==> config.mk <==
export PLATFORM = sky130hd
export DESIGN_NAME = i2c_txn_ctrl
export DESIGN_NICKNAME = d
export VERILOG_FILES = /design/src/rtl/i2c_txn_ctrl.sv
export SDC_FILE = /design/constraint.sdc
export NUM_CORES = 1
export LEC_CHECK = 0
export ABC_AREA = 1
export CORE_MARGIN = 2
export CORE_UTILIZATION = 48
export DETAILED_ROUTE_END_ITERATION = 8
export MAX_ROUTING_LAYER = met4
export PLACE_DENSITY = 0.84
export SYNTH_ARGS = -nofsm -noshare
export SYNTH_HDL_FRONTEND = slang
export SYNTH_SLANG_ARGS = --single-unit
==> constraint.sdc <==
create_clock -name clk -period 2.5 [get_ports clk]
set_input_delay 0.5 -clock clk [delete_from_list [all_inputs] [get_ports clk]]
set_output_delay 0.5 -clock clk [all_outputs]
set_load 0.02 [all_outputs]
==> src/rtl/i2c_txn_ctrl.sv <==
// i2c_txn_ctrl: sequences START + address, N data bytes and STOP onto i2c_master's strobe port.
// Define I2C_TIMEOUT_EN to build the wait-state timeout/abort logic (limit set by TIMEOUT_CYCLES).
module i2c_txn_ctrl #(
    parameter int unsigned TIMEOUT_CYCLES = 100000
) (
    input  logic       clk,
    input  logic       reset,
    input  logic       cmd_valid,
    output logic       cmd_ready,
    input  logic       cmd_rw,
    input  logic [6:0] cmd_addr,
    input  logic [3:0] cmd_len,
    input  logic       wr_valid,
    output logic       wr_ready,
    input  logic [7:0] wr_data,
    output logic       rd_valid,
    output logic [7:0] rd_data,
    output logic       busy,
    output logic       done,
    output logic       err,
    output logic       i2c_en,
    output logic       i2c_start,
    output logic       i2c_stop,
    output logic       i2c_ack,
    output logic [7:0] tx_data,
    input  logic       tx_ready,
    input  logic       tx_done,
    input  logic [7:0] rx_data,
    input  logic       rx_done
);

    typedef enum logic [3:0] {
        S_IDLE, S_ADDR, S_ADDR_W, S_WR, S_WR_W, S_RD, S_RD_W, S_STOP, S_STOP_W
    } state_t;

    state_t     state_q, state_d;
    logic [7:0] addr_q, addr_d;
    logic [3:0] remain_q, remain_d;
    logic [7:0] tx_hold_q, tx_hold_d;
    logic [7:0] rd_data_q, rd_data_d;
    logic       rd_valid_q, rd_valid_d;
    logic       done_q, done_d;
    logic [7:0] tx_byte;

`ifdef I2C_TIMEOUT_EN
    localparam logic [31:0] TMO_LAST = 32'(TIMEOUT_CYCLES - 1);
    logic [31:0] tmo_cnt_q, tmo_cnt_d;
    logic        abort_q, abort_d;
    logic        err_q, err_d;
    logic        tmo_count;

    assign tmo_count = (state_q == S_ADDR_W) || (state_q == S_WR) || (state_q == S_WR_W) ||
                       (state_q == S_RD_W) || (state_q == S_STOP_W);
`endif

    always_comb begin
        state_d    = state_q;
        addr_d     = addr_q;
        remain_d   = remain_q;
        tx_hold_d  = tx_hold_q;
        rd_data_d  = rd_data_q;
        rd_valid_d = 1'b0;
        done_d     = 1'b0;
        i2c_en     = 1'b0;
        i2c_start  = 1'b0;
        i2c_stop   = 1'b0;
        i2c_ack    = 1'b0;
        wr_ready   = 1'b0;
        tx_byte    = tx_hold_q;
`ifdef I2C_TIMEOUT_EN
        err_d      = 1'b0;
        abort_d    = abort_q;
        tmo_cnt_d  = tmo_cnt_q;
`endif

        case (state_q)
            S_IDLE: begin
                if (cmd_valid) begin
                    addr_d   = {cmd_addr, cmd_rw};
                    remain_d = cmd_len;
                    state_d  = S_ADDR;
                end
            end
            S_ADDR: begin
                if (tx_ready) begin
                    i2c_en    = 1'b1;
                    i2c_start = 1'b1;
                    tx_byte   = addr_q;
                    state_d   = S_ADDR_W;
                end
            end
            S_ADDR_W: begin
                if (tx_done) begin
                    if (remain_q == 4'd0) state_d = S_STOP;
                    else                  state_d = addr_q[0] ? S_RD : S_WR;
                end
            end
            S_WR: begin
                if (tx_ready && wr_valid) begin
                    i2c_en   = 1'b1;
                    wr_ready = 1'b1;
                    tx_byte  = wr_data;
                    if (remain_q != 4'd0) remain_d = remain_q - 4'd1;
                    state_d  = S_WR_W;
                end
            end
            S_WR_W: begin
                if (tx_done) state_d = (remain_q == 4'd0) ? S_STOP : S_WR;
            end
            S_RD: begin
                if (tx_ready) begin
                    i2c_en  = 1'b1;
                    // NACK the final byte so the slave releases SDA before STOP
                    i2c_ack = (remain_q > 4'd1);
                    if (remain_q != 4'd0) remain_d = remain_q - 4'd1;
                    state_d = S_RD_W;
                end
            end
            S_RD_W: begin
                if (rx_done) begin
                    rd_data_d  = rx_data;
                    rd_valid_d = 1'b1;
                    state_d    = (remain_q == 4'd0) ? S_STOP : S_RD;
                end
            end
            S_STOP: begin
                if (tx_ready) begin
                    i2c_en   = 1'b1;
                    i2c_stop = 1'b1;
                    state_d  = S_STOP_W;
                end
            end
            S_STOP_W: begin
                if (tx_ready) begin
                    done_d  = 1'b1;
`ifdef I2C_TIMEOUT_EN
                    err_d   = abort_q;
`endif
                    state_d = S_IDLE;
                end
            end
            default: state_d = S_IDLE;
        endcase

        if (i2c_en) tx_hold_d = tx_byte;

`ifdef I2C_TIMEOUT_EN
        // Expiry only applies when the wait made no progress this cycle
        if (tmo_count && (tmo_cnt_q >= TMO_LAST) && (state_d == state_q)) begin
            abort_d = 1'b1;
            if (state_q == S_STOP_W) begin
                done_d  = 1'b1;
                err_d   = 1'b1;
                state_d = S_IDLE;
            end else begin
                state_d = S_STOP;
            end
        end
        if (state_q == S_IDLE) abort_d = 1'b0;
        if (state_d != state_q)  tmo_cnt_d = 32'd0;
        else if (tmo_count)      tmo_cnt_d = tmo_cnt_q + 32'd1;
`endif
    end

    always_ff @(posedge clk) begin
        if (reset) begin
            state_q    <= S_IDLE;
            addr_q     <= 8'h00;
            remain_q   <= 4'd0;
            tx_hold_q  <= 8'h00;
            rd_data_q  <= 8'h00;
            rd_valid_q <= 1'b0;
            done_q     <= 1'b0;
`ifdef I2C_TIMEOUT_EN
            tmo_cnt_q  <= 32'd0;
            abort_q    <= 1'b0;
            err_q      <= 1'b0;
`endif
        end else begin
            state_q    <= state_d;
            addr_q     <= addr_d;
            remain_q   <= remain_d;
            tx_hold_q  <= tx_hold_d;
            rd_data_q  <= rd_data_d;
            rd_valid_q <= rd_valid_d;
            done_q     <= done_d;
`ifdef I2C_TIMEOUT_EN
            tmo_cnt_q  <= tmo_cnt_d;
            abort_q    <= abort_d;
            err_q      <= err_d;
`endif
        end
    end

    assign cmd_ready = (state_q == S_IDLE);
    assign busy      = (state_q != S_IDLE);
    assign tx_data   = tx_byte;
    assign rd_data   = rd_data_q;
    assign rd_valid  = rd_valid_q;
    assign done      = done_q;
`ifdef I2C_TIMEOUT_EN
    assign err       = err_q;
`else
    assign err       = 1'b0;
`endif

endmodule
==> results.toml, run 1 <==
[yosys]
ys_ff_latch = 34
synth_area_um2 = 1750
synth_cell_type_count = 21
yosysWarningCount = 0
ys_seq_area_share_pct = 38.9
syn-instance-count = 270
syn_avg_cell_area_um2 = 6.49
synth_nets = 308

[power]
p_leak_nw = 1.22
peakVddDrop_mv = 0.510
p_per_area_nw_per_um2 = 810
power_mw = 2.10

[global_route]
grt_pass1_wl_um = 8050
overflow = 0
grt_max_degree = 20
antenna_found_initial = 0
grt_pass1_vias = 1802
track_usage_pct = 25.2

[finish]
fillerInstances = 265
finalCoreUtilization_pct = 76.0
diodes = 0
drive_above_1_share_pct = 12.8
regArea_um2 = 683
area_delta_synth_final_pct = 48.3
fin_cells = 397
multiInputGateArea_um2 = 943
final_area_um2 = 2600
final_nets = 388

[floorplanning]
start_util_pct = 51.3
core_um2 = 3420
chipHeight_um = 64.4
ios = 61
dieArea_um2 = 4150
row_count = 21
die_w_um = 64.4

[critical_path]
cp_top_family = "buffers and inverters"
r2r-start = "state_q[3]"
regToRegSetupSlack_ns = 0.83
arrival_ns = 1.95
cpPeakStageDelay_ns = 0.53
r2r_cells = 10
worstPathMaxFanout = 4
path_cells = "clkdlybuf4s50_1, nand2_1, buf_4, o221ai_1, dlygate4sd2_1"
crit_end = "i2c_en"
cp-startpoint = "tx_ready"
cp.depth = 5
cp_num_buf_inv = 3
crit_type = "in -> out"
r2r_end = "remain_q[3]"
worst-endpoint-required_ns = 2.00
crit_path_end_kind = "output port"
timing.critical_path.slowest_stage_cell = "clkdlybuf4s50_1"
critPathLaunchType = "input pin"

[place]
pre_cts_slack_ns = -0.218
portBuffers = 59
hpwl_um = 3600
dp.cells = 388
dpl-instance-area_um2 = 2520
place_congestion = 0.967

[sta]
rsz0062_at_grt = "true"
fmax_ghz = 0.409
finalHoldViolCount = 0
maxSlewViolCount = 0
skew_ns = 0.0138
setup_viol = 0
fin_crit_ns = 2.45
fin_ws_ns = 0.0534
fin_crit_sh_pct = 97.9

[routing]
drt_iter0_drc = 113
antenna_left = 0
wire_per_inst_um = 11.9
vias = 1946
via_per_inst = 4.90
drc = 0
drt_wl_total_um = 4730
dr.pass1.iters = 4

[worst_hold_path]
min_path_type = "reg -> reg"

[clock_tree]
root_buffer = "clkbuf_4"
cts_sinks = 34
htree_levels = 2
clkTransAtPathRegs_ns = 0.11
cts_tree = "built"
clk-insertion-delay-late_ns = 0.35
cts.path.max_buffers = 2
postCtsHoldBufs = 0
cts_buffers = 5

[outcome]
outcome = "complete, no violations"

[run]
maxCapViolations = 0
[how the worst min path moves through the flow]
stage	startpoint	to	slack (ns)	depth (start not counted)
finish	rd_data[6]	rd_data[6]	0.47	2
global route	rd_data[7]	rd_data[7]	0.49	2
CTS	rd_data[4]	rd_data[4]	0.47	2
detailed placement	rd_data[4]	rd_data[4]	0.45	2
global placement	rd_data[4]	rd_data[4]	0.45	2
floorplan	addr_q[1]	addr_q[1]	0.44	2
[report_power, final]
part           switching, mW  internal, mW  total, mW  leakage (nW)
clock                  0.198         0.210      0.407        0.0374
combinational          0.596         0.399      0.996         0.908
sequential            0.0768         0.624      0.701         0.277
[cell families (layout without fill, tap and decap cells)]
| kind of cell | Yosys count | after routing | share of synthesized area [%] |
|---|---|---|---|
| fa+ha+maj | 3 | 3 | 2.14 |
| buf+inv | 33 | 114 | 7.29 |
| compound gates | 30 | 30 | 9.14 |
| other cells | 1 | 1 | 0.214 |
| simple gates | 169 | 169 | 42.4 |
| flops | 34 | 34 | 38.9 |
[final cells by class]
cell class	instances	share of cell area (%)
clock buffers	5	1.45
clock inverters	3	1.73
inverters	27	3.90
multi-input cells	203	36.3
flip-flops and latches	34	26.3
well taps	46	2.22
repair buffers	79	28.1
[cell usage after synthesis, drive strengths merged]
master / n / area [um^2]
a21oi: 21 / 105
buf: 2 / 11.3
clkbuf: 4 / 15.0
conb: 1 / 3.75
dfxtp: 34 / 681
ha: 3 / 37.5
inv: 27 / 101
nand2: 88 / 338
nand3: 47 / 235
nor2: 32 / 158
nor3: 1 / 5.00
o2111ai: 1 / 8.76
o211ai: 1 / 7.51
o21ai: 6 / 30.0
o221ai: 1 / 8.76
or2: 1 / 6.26
[layer usage]
metal  share of wire (%)  up-vias  wire length (um)  GRT usage (%)
met5                   0        -                 0              -
met4                 1.1        0                53           7.18
met3                 7.8        8               367           6.25
met2                  46       61              2170           39.2
met1                  45      853              2130           32.8
li1                    -     1024                 -              -
[sequential cells by signal (all words and copies together), names as in the netlist]
name       cells
state_q        4
addr_q         8
rd_valid       1
remain_q       4
rd_data        8
tx_hold_q      8
done           1
[worst min-delay path, stage by stage (launching register included)]
cell     delay, ns
dfxtp_1       0.33
nand2_1       0.06
a21oi_1       0.05
[stage by stage]
stage / hold WS, ns / setup TNS, ns
floorplan: 0.441 / 0
global placement: 0.449 / -1.63
detailed placement: 0.452 / -1.87
CTS: 0.469 / 0
global route: 0.487 / -0.00197
finish: 0.471 / 0
[placed cells by master (no fill, tap or decap), drive strengths merged]
cell / instances
dlygate4sd2: 7
nor2: 32
o21ai: 6
o221ai: 1
or2: 1
a21oi: 21
ha: 3
nand2: 88
dlymetal6s2s: 1
clkdlybuf4s15: 4
bufinv: 1
o211ai: 1
inv: 27
conb: 1
dfxtp: 34
nor3: 1
nand3: 47
clkdlybuf4s50: 46
buf: 20
clkinvlp: 2
clkbuf: 6
o2111ai: 1
[what timing repair did]
item                                   CTS  global route
setup endpoints to repair               12            10
endpoints found under the hold margin    0             0
gates resized for setup                 12             9
pin swaps                                0             2
buffers inserted                         0             1
No activity file was read; power rests on OpenSTA's default activity.
==> run 2: changes to the inputs <==
--- a/config.mk
+++ b/config.mk
@@ -8,6 +8,7 @@
 export ABC_AREA = 1
 export CORE_MARGIN = 2
 export CORE_UTILIZATION = 48
+export CTS_CLUSTER_SIZE = 30
 export DETAILED_ROUTE_END_ITERATION = 8
 export MAX_ROUTING_LAYER = met4
 export PLACE_DENSITY = 0.84
==> results of run 2 <==
No change in the layout: final DEF, timing and power equal those of run 1.
